$ cat config.mk
export PLATFORM = sky130hd
export DESIGN_NAME = fifo_mrp
export DESIGN_NICKNAME = d
export VERILOG_FILES = /design/src/rtl/fifo_mrp.sv
export SDC_FILE = /design/constraint.sdc
export NUM_CORES = 1
export LEC_CHECK = 0
export ABC_AREA = 0
export CAP_MARGIN = 40
export CELL_PAD_IN_SITES_DETAIL_PLACEMENT = 0
export CELL_PAD_IN_SITES_GLOBAL_PLACEMENT = 1
export CORE_MARGIN = 1.5
export CORE_UTILIZATION = 57
export CTS_CLUSTER_DIAMETER = 40
export DETAILED_ROUTE_END_ITERATION = 7
export PLACE_DENSITY = 0.91
export SYNTH_ARGS = -nofsm -noshare
export SYNTH_HDL_FRONTEND = slang
export SYNTH_SLANG_ARGS = --single-unit
export TNS_END_PERCENT = 10
$ cat constraint.sdc
create_clock -name clk -period 7.56 [get_ports clk]
set_clock_uncertainty 0.2 [all_clocks]
set_input_delay 2.268 -clock clk [delete_from_list [all_inputs] [get_ports clk]]
set_output_delay 2.268 -clock clk [all_outputs]
set_load 0.05 [all_outputs]
$ cat src/rtl/fifo_mrp.sv
// fifo_mrp: single-writer FIFO with NUM_RP independent read ports.
// Every accepted write is seen by every active port; each port pops at
// its own pace. The slowest active port decides whether the writer may
// write. Read data is first-word fall-through.
module fifo_mrp #(
  parameter int DATA_WIDTH  = 16,
  parameter int ADDR_WIDTH  = 4,
  parameter int NUM_RP      = 2,
  parameter int AFULL_LEVEL = 2**ADDR_WIDTH - 2
) (
  input  logic                               clk,
  input  logic                               reset,
  input  logic                               flush,
  input  logic                               w_en,
  input  logic [DATA_WIDTH-1:0]              data_in,
  input  logic [NUM_RP-1:0]                  port_en,
  input  logic [NUM_RP-1:0]                  r_en,
  output logic [NUM_RP*DATA_WIDTH-1:0]       data_out,
  output logic [NUM_RP-1:0]                  n_empty,
  output logic [NUM_RP*(ADDR_WIDTH+1)-1:0]   count,
  output logic                               n_full,
  output logic                               almost_full,
  output logic                               overflow,
  output logic [NUM_RP-1:0]                  underflow
);

  localparam int PW    = ADDR_WIDTH + 1;
  localparam int DEPTH = 2**ADDR_WIDTH;
  localparam logic [PW-1:0] PTR_ZERO  = PW'(0);
  localparam logic [PW-1:0] PTR_ONE   = PW'(1);
  localparam logic [PW-1:0] FULL_CNT  = PW'(DEPTH);
  localparam logic [PW-1:0] AFULL_CNT = PW'(AFULL_LEVEL);

  logic [DATA_WIDTH-1:0] mem_r [DEPTH];
  logic [PW-1:0]         w_ptr_r;
  logic [PW-1:0]         r_ptr_r [NUM_RP];
  logic                  overflow_r;
  logic [NUM_RP-1:0]     underflow_r;

  logic [PW-1:0]         cnt_s [NUM_RP];
  logic [NUM_RP-1:0]     n_empty_s;
  logic [NUM_RP-1:0]     pop_s;
  logic [NUM_RP-1:0]     full_vec_s;
  logic [NUM_RP-1:0]     afull_vec_s;
  logic                  n_full_s;
  logic                  wr_acc_s;
  logic [PW-1:0]         w_ptr_nxt_s;

  // Per-port occupancy and status from registered pointers; the extra
  // pointer bit makes the modular difference distinguish full from empty.
  always_comb begin
    n_empty_s   = {NUM_RP{1'b0}};
    pop_s       = {NUM_RP{1'b0}};
    full_vec_s  = {NUM_RP{1'b0}};
    afull_vec_s = {NUM_RP{1'b0}};
    for (int i = 0; i < NUM_RP; i++) begin
      cnt_s[i]       = w_ptr_r - r_ptr_r[i];
      n_empty_s[i]   = port_en[i] && (cnt_s[i] != PTR_ZERO);
      full_vec_s[i]  = port_en[i] && (cnt_s[i] == FULL_CNT);
      afull_vec_s[i] = port_en[i] && (cnt_s[i] >= AFULL_CNT);
      pop_s[i]       = r_en[i] && n_empty_s[i];
    end
    n_full_s = ~|full_vec_s;
    wr_acc_s = w_en && n_full_s;
    if (wr_acc_s) begin
      w_ptr_nxt_s = w_ptr_r + PTR_ONE;
    end else begin
      w_ptr_nxt_s = w_ptr_r;
    end
  end

  // Pointer and sticky-flag state; reset beats flush, flush beats traffic.
  always_ff @(posedge clk) begin
    if (reset) begin
      w_ptr_r     <= PTR_ZERO;
      overflow_r  <= 1'b0;
      underflow_r <= {NUM_RP{1'b0}};
      for (int i = 0; i < NUM_RP; i++) begin
        r_ptr_r[i] <= PTR_ZERO;
      end
    end else if (flush) begin
      w_ptr_r <= PTR_ZERO;
      for (int i = 0; i < NUM_RP; i++) begin
        r_ptr_r[i] <= PTR_ZERO;
      end
    end else begin
      w_ptr_r     <= w_ptr_nxt_s;
      overflow_r  <= overflow_r | (w_en & ~n_full_s);
      underflow_r <= underflow_r | (r_en & port_en & ~n_empty_s);
      for (int i = 0; i < NUM_RP; i++) begin
        // An idle port shadows the writer so it only sees data written after enabling.
        if (!port_en[i]) begin
          r_ptr_r[i] <= w_ptr_nxt_s;
        end else if (pop_s[i]) begin
          r_ptr_r[i] <= r_ptr_r[i] + PTR_ONE;
        end else begin
          r_ptr_r[i] <= r_ptr_r[i];
        end
      end
    end
  end

  // Storage write; contents are never cleared, pointers alone define validity.
  always_ff @(posedge clk) begin
    if (!reset && !flush && wr_acc_s) begin
      mem_r[w_ptr_r[ADDR_WIDTH-1:0]] <= data_in;
    end
  end

  genvar g;
  generate
    for (g = 0; g < NUM_RP; g++) begin : g_port
      assign data_out[g*DATA_WIDTH +: DATA_WIDTH] = mem_r[r_ptr_r[g][ADDR_WIDTH-1:0]];
      assign count[g*PW +: PW]                    = cnt_s[g];
    end
  endgenerate

  assign n_empty     = n_empty_s;
  assign n_full      = n_full_s;
  assign almost_full = |afull_vec_s;
  assign overflow    = overflow_r;
  assign underflow   = underflow_r;

endmodule

Yosys cells after proc, flatten, opt, wreduce, memory -nomap -nowiden
Memories as Yosys holds them, arrays and structs flattened.
Index checks and enable logic that the tools add are counted.
- multiplexer cells: 44
- bitwise logic cells: 14
- order comparisons: 2
- equal/unequal tests: 2
- reduce and logical (&&, ||, !) cells: 19
- add/sub/neg operators: 5
- operator list (kind ; count):
    5-bit 2-to-1 mux ; 9
    1-bit 2-to-1 mux ; 35
    5-bit by 1-bit adder with 5-bit output (second input constant) ; 3
    1-bit logical AND ; 11
    5-bit == test (second input constant) ; 2
    5-bit by 4-bit >= comparator with 1-bit output (second input constant) ; 2
    5-bit nonzero test ; 2
    5-bit subtractor ; 2
    1-bit OR ; 9
    2-bit OR reduction ; 3
    2-bit AND ; 2
    1-bit zero test ; 3
    2-bit NOT ; 1
    2-bit OR ; 1
    1-bit AND ; 1
- word-level logic and storage cells: 91
- memories kept: 2
- bits in registers: 8
- bits in writable memories: 266
- input port bits: 24
- output and inout port bits: 49
- memory list (name ; depth ; width ; read ports ; clocked after memory_dff ; write ports ; RTL line ; text):
    mem_r ; 16 ; 16 ; 2 ; 0 ; 1 ; 34 ; logic [DATA_WIDTH-1:0] mem_r [DEPTH];
    r_ptr_r ; 2 ; 5 ; 2 ; 0 ; 2 ; 36 ; logic [PW-1:0] r_ptr_r [NUM_RP];

Longest topological paths before layout
Gate-level depths: netlist of run 1.
- depth in word-level cells: 11
- mapped depth: 11
- mapped depth without buffers: 10

Least setup slack after synthesis of run 1
OpenSTA, ideal clock, no wires.
- kind: register -> output
- from: memory r_ptr_r[0][2] in the netlist's numbering
- to: output port n_full
- buffers on the path: 1
- required time: 5.092 ns
- path slack: 1.308 ns
- arrival time: 3.784 ns
- cell stages (with the launch flop): 8
- cell sequence: edfxtp_1 > inv_2 > buf_1 > ha_1 > xnor2_1 > a211o_2 > o31ai_2 > a22oi_1
- RTL lines (what ; RTL line ; text):
    start, declared ; 36 ;
    end, declared ; 21 ; output logic n_full,

Final worst setup path of run 1
- from: input port port_en[0]
- to: output port almost_full
- word-level cells in the longest chain between the ends: 2
- RTL lines (what ; RTL line ; text):
    start, declared ; 16 ; input logic [NUM_RP-1:0] port_en,
    1-bit logical AND ; 60 ; afull_vec_s[i] = port_en[i] && (cnt_s[i] >= AFULL_CNT);
    2-bit OR reduction ; 120 ; assign almost_full = |afull_vec_s;
    end, declared ; 22 ; output logic almost_full,
Every way passes these cells.

==> results of run 1 <==
[cell type report]
cell class                 instances  area, sq um
sequential                       274         8148
inverter                          20        75.07
tap                              285        356.6
fill                            1347         7024
clock inverter                    27        266.5
multi-input combinational        303         4697
timing repair buffer             101         1025
clock buffer                      40        979.7
[registers in the layout, summed over array words and instances, names as in the netlist]
signal / flops
mem_r: 256
overflow: 1
r_ptr_r: 10
underflow: 2
w_ptr_r: 5
[worst min-delay path: stages (launching register included)]
cell and delay (ps):
dfxtp_1 340, a31oi_1 50, nor2_1 80
[cell usage after synthesis (all sizes together)]
library cell	instances	area, sq um
edfxtp	266	7988
mux4	160	3603
inv	19	71.32
buf	18	81.33
clkbuf	18	67.56
and2	16	100.1
a21oi	14	81.33
ha	14	175.2
nand2	12	45.04
nor2	11	41.29
xnor2	11	96.34
o21ai	9	45.04
dfxtp	8	160.2
xor2	8	77.58
nand3	7	35.03
nor3	5	45.04
a221oi	4	41.29
or3	4	25.02
a41oi	3	26.28
mux2i	3	46.29
nand3b	3	22.52
a211o	2	20.02
fa	2	40.04
nand4	2	12.51
o31ai	2	33.78
or2	2	12.52
a21o	1	7.510
a221o	1	11.26
a22oi	1	7.510
a31oi	1	6.260
and3	1	6.260
clkinv	1	3.750
nand2b	1	6.260
o2bb2ai	1	8.760
o311ai	1	8.760
o31a	1	8.760
[per-stage QoR]
stage                     power, W  instances  setup WS (ps)  util [%]
after floorplan           0.002216        633           1308         -
after global placement    0.002406        977          645.2     62.83
after detailed placement  0.002420        983          593.2     63.36
after CTS                 0.004159       1050          586.4     68.88
after global routing      0.004253       1050          515.6     68.88
final                     0.004140       1050          589.3     68.88
[cells by family (layout without fill, tap and decap cells)]
| kind of cell | after synthesis | count (layout) | share of synthesized area, % |
|---|---|---|---|
| AOI/OAI and AO/OA | 41 | 41 | 2.346 |
| DFF | 274 | 274 | 62.35 |
| and+or+nand+nor | 64 | 64 | 2.690 |
| adders and majority gates | 16 | 16 | 1.647 |
| xor gates and xnor gates | 19 | 19 | 1.331 |
| muxes | 163 | 163 | 27.93 |
| buffers and inverters | 56 | 188 | 1.714 |
[how the worst max path moves through the flow]
| stage | start | endpoint | slack [ps] | cells past startpoint |
|---|---|---|---|---|
| 6_report | port_en[0] | almost_full | 590 | 7 |
| 3_3_place_gp | port_en[0] | almost_full | 650 | 7 |
| 3_5_place_dp | port_en[0] | almost_full | 590 | 7 |
| 2_1_floorplan | r_ptr_r[0][2] | n_full | 1310 | 7 |
| 5_1_grt | port_en[0] | almost_full | 520 | 7 |
| 4_1_cts | port_en[0] | almost_full | 590 | 7 |
[report_power, final]
part / switching, W / total, W / internal, W
combinational: 0.000412 / 0.000706 / 0.000294
clock: 0.000686 / 0.00175 / 0.00106
sequential: 0.0000108 / 0.00169 / 0.00168
total: 0.00111 / 0.00414 / 0.00303
[metal layers]
layer / track usage [%] / wire length (um)
met2: 50.36 / 17470
met4: 10.85 / 1173
met3: 5.772 / 2974
met5: 0 / 0
met1: 35.56 / 11310
==> flow_metrics.tcl, run 1 <==
set metrics [dict create \
    final_area_sq_um 15550 \
    wl_per_cell_um 31.36 \
    p_leak_nw 4.932 \
    postPlaceCellArea_sq_um 14300 \
    r2r_slack_ps 3020 \
    min_period_ps 6971 \
    hold_class "flip-flop to flip-flop" \
    areaGrowthSynthToFinish_pct 18.97 \
    drcViolationCount 0 \
    final_cell_mix "266 x edfxtp_1, 160 x mux4_2, 72 x clkdlybuf4s50_1" \
    outcome "completed" \
    ys_seq_area_share_pct 62.35 \
    slew_violations 0 \
    postCtsHoldBufs 0 \
    dr_total_vias 7306 \
    n_antenna_cell 0 \
    path_delay_family "buffers and inverters" \
    grt_max_degree 68 \
    drt_wl_total_mm 32.93 \
    clk_pin_slew_worst_paths_ps 50 \
    max_freq_mhz 143.5 \
    clkSinkCount 274 \
    holdWs_ps 304.1 \
    cp_common_cell "clkdlybuf4s50_1" \
    grt_pass1_vias 7837 \
    holdPathEnd "underflow[1]" \
    grt_first_pass_wirelength_mm 48.91 \
    rr_endpoint "mem_r[2][14]" \
    place_hpwl_mm 18.87 \
    die-area_sq_um 23850 \
    period_share_pct 92.21 \
    vdd_ir_drop_max_uv 252.6 \
    die-width_um 154.4 \
    crit_chain "clkdlybuf4s50_1 > inv_1 > or2_2 > mux2i_4 > a41oi_1 > nand2_1 > clkdlybuf4s50_1" \
    core_area_sq_um 22570 \
    post_cts_buffers 0 \
    cts_made_buffers 37 \
    final_common_cell "edfxtp_1" \
    cts-root-buf "clkbuf_16" \
    fp.dieH_um 154.4 \
    cap_violations 0 \
    syn_area_sq_um 13070 \
    num_rows 55 \
    synth.distinct_cells 46 \
    hold_path_depth 2 \
    yosysWarnings 0 \
    cts_repair_resize_count 0 \
    ff2ff_path_depth 9 \
    clockBufferDepth 3 \
    p_per_area_nw_per_um2 266.3 \
    io_pins 73 \
    vias_per_cell 6.958 \
    grt_antenna_before_repair 0 \
    drt_iter0_markers 790 \
    rsz0062_at_grt "false" \
    arrival_ps 4500 \
    htree_levels 2 \
    final.setup.tns_ps 0 \
    grt-ovfl-total 0 \
    hold_viol 0 \
    nets 777 \
    min_from "underflow[1]" \
    cp-start-kind "input pin" \
    synth.avg_cell_area_sq_um 20.65 \
    synth_cells 633 \
    synth.net_count 673 \
    cp-end-kind "output pin" \
    slowest_stage "clkdlybuf4s50_1" \
    setup_viol 0 \
    place_congestion 0.8390 \
    drt_first_pass_iters 7 \
    clkLatencyLatePin_ps 510 \
    drive_gt1_share_pct 35.03 \
    cp.buffers_inverters 3 \
    crit_fanout 7 \
    max_stage_delay_ps 800 \
    relSlewSlack_pct 42.90 \
    ys_seq_elements 274 \
    initial_core_util_pct 57.90 \
    crit_type "input pin to output pin" \
    tightestPinTransition_ps 856.5 \
    ant_nets 0 \
    timing.rr.start "r_ptr_r[0][2]" \
    grt_usage_pct 28.69 \
    critPathRequiredTime_ps 5090 \
    tritoncts "done" \
    port_buffers 72 \
]
Note: power is estimated with default switching activity, not from simulation.
==> run 2, diff against run 1 <==
GPL_TIMING_DRIVEN = 0   (was not set)
clock period = 8.91 ns   (was 7.56 ns; I/O delays follow)
==> flow_metrics.tcl, run 2 (synthesis gave the netlist of run 1 again) <==
set metrics [dict create \
    p_total_w 0.003525 \
    drt_wl_total_mm 35.42 \
    io_pins 73 \
    crit_type "input pin to output pin" \
    grt_antenna_before_repair 0 \
    hold_viol 0 \
    slowest_stage "clkdlybuf4s50_1" \
    grt_use_met3_pct 6.500 \
    r2r_slack_ps 4120 \
    arrival_ps 4930 \
    core_area_sq_um 22570 \
    cp-start-kind "input pin" \
    max_freq_mhz 128.1 \
    seq_area_sq_um 8148 \
    num_rows 55 \
    n_antenna_cell 0 \
    grt_max_degree 17 \
    place_hpwl_mm 23.30 \
    p_leak_nw 5.026 \
    rsz0062_at_grt "false" \
    fill_cells 1355 \
    final_cell_mix "266 x edfxtp_1, 160 x mux4_2, 72 x clkdlybuf4s50_1" \
    initial_core_util_pct 57.90 \
    fp.dieH_um 154.4 \
    relSlewSlack_pct 38.46 \
    min_from "underflow[0]" \
    grt_pass1_vias 8013 \
    postPlaceCellArea_sq_um 14560 \
    clkSinkCount 274 \
    dpl.cell_count 1019 \
    holdPathEnd "underflow[0]" \
    max_stage_delay_ps 800 \
    cts-root-buf "clkbuf_16" \
    crit_chain "clkdlybuf4s50_1 > inv_1 > or2_2 > mux2i_4 > a41oi_1 > nand2_1 > clkdlybuf4s50_1" \
    tritoncts "done" \
    grt_usage_pct 30.75 \
    min_period_ps 7807 \
    postCtsHoldBufs 0 \
    use_met2_pct 51.78 \
    drcViolationCount 0 \
    final.setup.tns_ps 0 \
    cp_common_cell "clkdlybuf4s50_1" \
    tightestPinTransition_ps 923.1 \
    setup_viol 0 \
    multi_input_area_sq_um 4697 \
    post_cts_buffers 0 \
    grt_busiest_layer "met2" \
    drive_gt1_share_pct 34.83 \
    wl_per_cell_um 32.61 \
    grt_first_pass_wirelength_mm 51.76 \
    grt_util_met1_pct 40.02 \
    rr_endpoint "mem_r[3][14]" \
    path_delay_family "buffers and inverters" \
    areaGrowthSynthToFinish_pct 20.71 \
    port_buffers 72 \
    cap_violations 0 \
    p_per_area_nw_per_um2 223.4 \
    place_congestion 0.8429 \
    clockBufferDepth 3 \
    cp.buffers_inverters 3 \
    final_area_sq_um 15780 \
    drt_iter0_markers 858 \
    cts_made_buffers 37 \
    clkLatencyLatePin_ps 530 \
    die-area_sq_um 23850 \
    hold_class "flip-flop to flip-flop" \
    critPathRequiredTime_ps 6040 \
    ant_nets 0 \
    timing.rr.start "r_ptr_r[1][1]" \
    drt_first_pass_iters 5 \
    slew_violations 0 \
    period_share_pct 87.62 \
    nets 813 \
    largest_reg_flops 256 \
    vdd_ir_drop_max_uv 247.3 \
    cp-end-kind "output pin" \
    crit_fanout 7 \
    vias_per_cell 7.152 \
    dr_total_vias 7767 \
    hold_path_depth 2 \
    fin_cells 1086 \
    outcome "completed" \
    die-width_um 154.4 \
    grt-ovfl-total 0 \
    htree_levels 2 \
    ff2ff_path_depth 11 \
    final_common_cell "edfxtp_1" \
    cts_repair_resize_count 0 \
    worstSetupStartpoint "port_en[0]" \
    clk_pin_slew_worst_paths_ps 50 \
]
[run 2: cell count changes in the layout (fill, tap and decap cells not counted), moves of 3 or more]
cell      before  now
buf_4         22    0
buf_8          0   22
clkbuf_1       1   21
buf_2          1   11
buf_1          0    7
buf_6          1    7
buf_16         3    0
clkinv_2       4    7
[run 2: routing by layer]
metal | share of wire [%] | up-vias
met5 | 0 | -
met4 | 3.7 | 0
met3 | 12 | 103
met2 | 50 | 590
met1 | 34 | 4043
li1 | - | 3031
[run 2: final cells by class]
cell class / instances / area share, %
Tap cell: 285 / 2.260
Clock inverter: 27 / 1.793
Inverter: 20 / 0.4759
Sequential cell: 274 / 51.65
Buffer: 36 / 0.9438
Timing Repair Buffer: 101 / 7.162
Clock buffer: 40 / 5.941
Multi-Input combinational cell: 303 / 29.77
[run 2: worst max path at each step]
stage	endpoint	cells past startpoint
2_1_floorplan	n_full	4
3_3_place_gp	almost_full	7
3_5_place_dp	almost_full	7
4_1_cts	almost_full	7
5_1_grt	almost_full	7
6_report	almost_full	7
[run 2: worst register-to-register path, delay by kind of cell, from the launching register on]
| family | cells | cell delay (ps) |
|---|---|---|
| AO/OA/AOI/OAI | 3 | 910 |
| flip-flops | 1 | 440 |
| buffers and inverters | 4 | 1410 |
| AND/OR/NAND/NOR | 2 | 880 |
| multiplexers | 1 | 160 |
| adder cells (fa/ha/maj) | 1 | 480 |
[run 2: power breakdown]
group | switching [W] | internal (W)
Clock | 0.000587 | 0.000869
Combinational | 0.000378 | 0.000260
Sequential | 0.00000793 | 0.00142
Total | 0.000972 | 0.00255
[run 2: metrics by stage]
step	hold slack, ps	setup slack, ps	util, %
after floorplan	391.9	2251	-
after global routing	306.1	1020	69.89
after CTS	284.7	1120	69.89
after detailed placement	266.7	1131	64.48
final	283.1	1103	69.89
after global placement	256.2	1128	62.67
